**config.mk**
```make
export PLATFORM = sky130hd
export DESIGN_NAME = wb_deserializer
export DESIGN_NICKNAME = d
export VERILOG_FILES = /design/src/rtl/wb_deserializer_pkg.sv /design/src/rtl/wb_deserializer_receiver.sv /design/src/rtl/wb_deserializer.sv
export SDC_FILE = /design/constraint.sdc
export NUM_CORES = 1
export LEC_CHECK = 0
export ABC_AREA = 1
export BUFFER_PORTS_ARGS = -buffer_cell sky130_fd_sc_hd__buf_2
export CORE_ASPECT_RATIO = 1.4
export CORE_UTILIZATION = 46
export DETAILED_ROUTE_END_ITERATION = 8
export PLACE_DENSITY = 0.85
export SYNTH_ARGS = -nofsm -noshare
export SYNTH_HDL_FRONTEND = slang
export SYNTH_SLANG_ARGS = --single-unit
```
**constraint.sdc**
```tcl
create_clock -name CLK_I -period 1.4 [get_ports CLK_I]
set_clock_uncertainty 0.15 [all_clocks]
set_input_delay 0 -clock CLK_I [delete_from_list [all_inputs] [get_ports CLK_I]]
set_output_delay 0 -clock CLK_I [all_outputs]
set_load 0.005 [all_outputs]
```
**src/rtl/wb_deserializer_pkg.sv**
```systemverilog
// Shared constants for the serial-link receiver: register map, frame geometry,
// STATUS bit positions and receiver FSM states.
package WBDeserializer;
  localparam logic [1:0] ADR_DATA   = 2'd0;
  localparam logic [1:0] ADR_STATUS = 2'd1;
  localparam logic [1:0] ADR_CTRL   = 2'd2;
  localparam int NUM_REGS   = 3;
  localparam int FRAME_BITS = 27;
  localparam int WORD_BITS  = 9;

  localparam int ST_VALID   = 0;
  localparam int ST_K_LO    = 1;
  localparam int ST_K_HI    = 3;
  localparam int ST_OVERRUN = 4;
  localparam int ST_FERR    = 5;

  typedef enum logic [1:0] {IDLE, START, DATA, STOP} rx_state_t;
endpackage

```
**src/rtl/wb_deserializer_receiver.sv**
```systemverilog
// Synchronizes the serial line, finds start edges and mid-bit samples a 27-bit frame.
// frame_valid_o / ferr_o are single-cycle pulses in the stop-bit sample cycle.
module serial_receiver
  import WBDeserializer::*;
#(
  parameter int CLKS_PER_BIT = 8,
  parameter int SYNC_STAGES  = 2
) (
  input  logic                  CLK_I,
  input  logic                  RST_I,
  input  logic                  data_i,
  input  logic                  enable_i,
  output logic [FRAME_BITS-1:0] frame_o,
  output logic                  frame_valid_o,
  output logic                  ferr_o
);
  localparam int CW = $clog2(CLKS_PER_BIT);
  localparam logic [CW-1:0] HALF_LAST = CW'(CLKS_PER_BIT / 2 - 1);
  localparam logic [CW-1:0] FULL_LAST = CW'(CLKS_PER_BIT - 1);
  localparam logic [4:0]    LAST_BIT  = 5'(FRAME_BITS - 1);

  logic [SYNC_STAGES-1:0] r_sync;
  logic                   r_rx_d;
  rx_state_t              r_state, w_state_nxt;
  logic [CW-1:0]          r_cnt, w_cnt_nxt;
  logic [4:0]             r_bit, w_bit_nxt;
  logic [FRAME_BITS-1:0]  r_shift, w_shift_nxt;
  logic                   w_rx, w_rise;

  assign w_rx    = r_sync[SYNC_STAGES-1];
  assign w_rise  = w_rx & ~r_rx_d;
  assign frame_o = r_shift;

  always_ff @(posedge CLK_I) begin
    if (RST_I) begin
      r_sync  <= '0;
      r_rx_d  <= 1'b0;
      r_state <= IDLE;
      r_cnt   <= '0;
      r_bit   <= '0;
      r_shift <= '0;
    end else begin
      r_sync  <= {r_sync[SYNC_STAGES-2:0], data_i};
      r_rx_d  <= w_rx;
      r_state <= w_state_nxt;
      r_cnt   <= w_cnt_nxt;
      r_bit   <= w_bit_nxt;
      r_shift <= w_shift_nxt;
    end
  end

  always_comb begin
    w_state_nxt   = r_state;
    w_cnt_nxt     = r_cnt + 1'b1;
    w_bit_nxt     = r_bit;
    w_shift_nxt   = r_shift;
    frame_valid_o = 1'b0;
    ferr_o        = 1'b0;
    case (r_state)
      IDLE: begin
        w_cnt_nxt = '0;
        w_bit_nxt = '0;
        if (w_rise && enable_i) w_state_nxt = START;
      end
      START: begin
        // Half a bit in: confirms the start bit and aligns later samples to bit centres.
        if (r_cnt == HALF_LAST) begin
          w_cnt_nxt   = '0;
          w_state_nxt = w_rx ? DATA : IDLE;
        end
      end
      DATA: begin
        if (r_cnt == FULL_LAST) begin
          w_cnt_nxt   = '0;
          w_shift_nxt = {r_shift[FRAME_BITS-2:0], w_rx};
          if (r_bit == LAST_BIT) w_state_nxt = STOP;
          else                   w_bit_nxt   = r_bit + 1'b1;
        end
      end
      STOP: begin
        if (r_cnt == FULL_LAST) begin
          w_cnt_nxt     = '0;
          w_state_nxt   = IDLE;
          frame_valid_o = ~w_rx;
          ferr_o        = w_rx;
        end
      end
      default: w_state_nxt = IDLE;
    endcase
  end
endmodule

```
**src/rtl/wb_deserializer.sv**
```systemverilog
// Wishbone register front end for the serial-link receiver: DATA, STATUS, CTRL.
// Zero-wait-state slave; address 3 answers with ERR_O.
module wb_deserializer
  import WBDeserializer::*;
#(
  parameter int CLKS_PER_BIT = 8,
  parameter int SYNC_STAGES  = 2
) (
  input  logic        CLK_I,
  input  logic        RST_I,
  input  logic        data_i,
  output logic        rx_valid_o,
  input  logic        CYC_I,
  input  logic        STB_I,
  input  logic        WE_I,
  input  logic [31:0] ADR_I,
  input  logic [31:0] DAT_I,
  output logic        ACK_O,
  output logic        ERR_O,
  output logic [31:0] DAT_O
);
  logic [FRAME_BITS-1:0] w_frame;
  logic                  w_frame_vld, w_ferr;
  logic [23:0]           r_data;
  logic [2:0]            r_k;
  logic                  r_valid, r_ovr, r_ferr, r_en;
  logic [1:0]            w_adr;
  logic                  w_req, w_mapped, w_rd_data, w_wr_ctrl, w_clr_err;
  logic [WORD_BITS-1:0]  w_w2, w_w1, w_w0;
  logic [31:0]           w_status;
  logic                  w_unused;

  serial_receiver #(
    .CLKS_PER_BIT(CLKS_PER_BIT),
    .SYNC_STAGES (SYNC_STAGES)
  ) u_rx (
    .CLK_I        (CLK_I),
    .RST_I        (RST_I),
    .data_i       (data_i),
    .enable_i     (r_en),
    .frame_o      (w_frame),
    .frame_valid_o(w_frame_vld),
    .ferr_o       (w_ferr)
  );

  assign w_w2 = w_frame[3*WORD_BITS-1 -: WORD_BITS];
  assign w_w1 = w_frame[2*WORD_BITS-1 -: WORD_BITS];
  assign w_w0 = w_frame[WORD_BITS-1:0];

  assign w_adr     = ADR_I[1:0];
  assign w_req     = CYC_I & STB_I;
  assign w_mapped  = int'(w_adr) < NUM_REGS;
  assign ACK_O     = w_req & w_mapped;
  assign ERR_O     = w_req & ~w_mapped;
  assign w_rd_data = ACK_O & ~WE_I & (w_adr == ADR_DATA);
  assign w_wr_ctrl = ACK_O & WE_I & (w_adr == ADR_CTRL);
  assign w_clr_err = w_wr_ctrl & DAT_I[1];
  assign w_unused  = ^{ADR_I[31:2], DAT_I[31:2]};

  always_comb begin
    w_status                   = '0;
    w_status[ST_VALID]         = r_valid;
    w_status[ST_K_HI:ST_K_LO]  = r_k;
    w_status[ST_OVERRUN]       = r_ovr;
    w_status[ST_FERR]          = r_ferr;
  end

  always_comb begin
    DAT_O = '0;
    if (ACK_O && !WE_I) begin
      case (w_adr)
        ADR_DATA:   DAT_O = {8'b0, r_data};
        ADR_STATUS: DAT_O = w_status;
        ADR_CTRL:   DAT_O = {31'b0, r_en};
        default:    DAT_O = '0;
      endcase
    end
  end

  // A commit outranks a same-cycle DATA read, and a new error outranks its clear.
  always_ff @(posedge CLK_I) begin
    if (RST_I) begin
      r_data  <= '0;
      r_k     <= '0;
      r_valid <= 1'b0;
      r_ovr   <= 1'b0;
      r_ferr  <= 1'b0;
      r_en    <= 1'b1;
    end else begin
      if (w_frame_vld) begin
        r_data  <= {w_w2[7:0], w_w1[7:0], w_w0[7:0]};
        r_k     <= {w_w2[8], w_w1[8], w_w0[8]};
        r_valid <= 1'b1;
      end else if (w_rd_data) begin
        r_valid <= 1'b0;
      end
      if (w_frame_vld && r_valid && !w_rd_data) r_ovr <= 1'b1;
      else if (w_clr_err)                       r_ovr <= 1'b0;
      if (w_ferr)         r_ferr <= 1'b1;
      else if (w_clr_err) r_ferr <= 1'b0;
      if (w_wr_ctrl) r_en <= DAT_I[0];
    end
  end

  assign rx_valid_o = r_valid;
endmodule

```
==> metrics.txt <==
status complete, but fails checks; Synth cell types 28; DR vias/cell 5.25; Setup violations, final 44; row count 35; diode count 0; global-route wire length before repair ~12000 µm; RSZ-0062 raised after global routing true; number of enable flip-flop cells after synthesis 0; CORE AREA between 6000 and 7000 µm²; CTS Buf Count 9; overall global routing resource usage 20.8%; total gr overflow 0; Tcrit/Tclk final 107%; failing checks negative setup slack; WP data arrival between 1500 and 2000 ps; clock sinks between 70 and 80; routed length per instance ~13 µm; dpl hpwl around 4700 µm; Initial Util 48.1%; pin count of the biggest net entering global routing 35; Root Buffer clkbuf_8; top-count cell post-synth nand2_1; post-synth top area cell dfxtp_1; fmax approximately 670 MHz; FFs w/ async S/R, synth 0%; total power about 4 mW; placer congestion estimate 0.905; RR Startpoint u_rx.r_cnt[0]; vias in the first global route about 2800; CP max FO 13; Detailed Route Iter0 Violations about 160; Tmin final roughly 1500 ps; top-area cell type share of the netlist area about 44%; ranking of synthesized cells by area dfxtp_1 44%, nand2_1 11%, nor2_1 11%; Placed Cells approximately 570; post-route non-filler standard cell count 599; min-delay worst type in2reg; H-tree depth 3; worst-skew pair later-pin latency 350 ps; Critical Path Start u_rx.r_cnt[0]; Hold Slack approximately 75 ps; drt first pass iters 6; Post-Syn Area 3230 µm²; required time worst endpoint ~1500 ps; register bit total from synthesis 71; Mapped Cells around 450; Yosys warning count 0; Crit Path Category reg2reg; Worst-path clk slew 80 ps; share of cells above drive strength 1 between 20% and 30%; number of max-cap violations 0; pwr/cell area roughly 1000 nW/µm²; Final Hold Fails 0; placed inst area 3500 µm²; drt drc 0; top_reg_cell synth dfxtp_1; antenna violations before repair 0; die area ~7400 µm²; DIE WIDTH 72.8 µm; CTS tree done; worst-case clock buffer depth 2; Setup WS pre-CTS -147 ps; Mean Syn Cell Area around 7.2 µm²; Startpoint Class register; routed vias approximately 3100; PortBufs 36; Final #Nets a little under 600; Ports roughly 110; top cells by count, synth 93 x nand2_1, 92 x nor2_1, 71 x dfxtp_1; synth-to-layout area growth 26.8%; Die Span Y between 100 and 150 µm; cell area after layout a little over 4000 µm²; Leak about 1.6 nW; Hold Startpoint ADR_I[0]; fin worst setup slack -103 ps; Final ANT Viol Nets 0; crit path capture type register; routed wire length between 7000 and 8000 µm; final max-slew violation count 0; VDD IR max roughly 0.55 mV; post-synthesis sequential area ratio approximately 44%
==> critical path, stage by stage (launching register included) <==
cell,delay (ps)
dfxtp_2,350
ha_4,170
ha_4,150
nand3_4,120
buf_4,190
inv_8,90
nor2_1,60
nor2_1,150
==> layer usage <==
layer | vias up | share of wire [%] | global-route usage (%)
li1 | 1525 | - | -
met1 | 1459 | 39 | 21.0
met2 | 128 | 53 | 36.5
met3 | 32 | 4.6 | 6.40
met4 | 0 | 3.6 | 13.6
met5 | - | 0 | 0
==> logic make-up (layout without fill, tap and decap cells) <==
group	Yosys count	count (layout)	synth area share, %
fa+ha+maj	7	7	2.72
buf+inv	63	111	10.6
flops	71	71	44.1
other cells	1	8	0.116
compound gates	69	70	11.0
simple gates	240	240	31.5
==> per-stage QoR <==
step | utilization (%) | setup TNS, ps
floorplan | - | -134
global placement | 52.3 | -3440
detailed placement | 52.3 | -5890
CTS | 57.6 | -752
global route | 61.0 | -5370
finish | 61.0 | -996
==> cell type report <==
class                   instances  area (µm²)
clock buffers                  10         128
clock inverters                 6        92.6
fillers                       543        2610
inverters                      29         131
multi-input cells             325        1670
flip-flops and latches         71        1430
well taps                      92         115
repair buffers                 65         517
repair inverters                1        11.3
==> cell usage in the layout (no fill, tap or decap), drive strengths merged <==
cell type and count:
nand3 47, buf 55, dfxtp 71, dlygate4sd3 9, clkbuf 11, nor2 93
inv 30, o211ai 1, clkinvlp 2, nand4 3, conb 8, or2 1
o21ai 29, a21oi 40, bufinv 2, nor3 1, clkinv 2, ha 7
nand2 95
==> sequential cells by signal, summed over array words and instances, names as in the netlist, named ones only <==
name          flops
u_rx.r_bit        5
r_k               3
r_ferr            1
u_rx.r_sync       2
r_data           24
rx_valid_o        1
u_rx.r_state      1
u_rx.r_rx_d       1
u_rx.r_cnt        3
r_ovr             1
r_en              1
u_rx.frame_o     27
==> timing repair <==
| item | in CTS | in global routing |
|---|---|---|
| setup buffers | 0 | 2 |
| pin swaps | 2 | 8 |
| endpoints found under the hold margin | 10 | 0 |
| cloned | 1 | 2 |
| resized for setup | 16 | 55 |
| endpoints found under the setup margin | 63 | 66 |
| hold buffers | 9 | 0 |
==> worst paths after layout <==
check / end / slack (ps) / depth (start not counted)
setup reg to reg: r_data[2] / -100 / 7
setup / recovery: r_data[2] / -100 / 7
hold reg to reg: u_rx.r_sync[1] / 250 / 2
hold / removal: r_ovr / 80 / 5
==> power breakdown <==
group	leakage (nW)	switching, mW	internal [mW]	total (mW)
clock network	0.104	0.808	1.02	1.82
registers	0.574	0.00748	2.03	2.04
logic	0.898	0.143	0.0831	0.226
(Power assumes the default switching activity.)
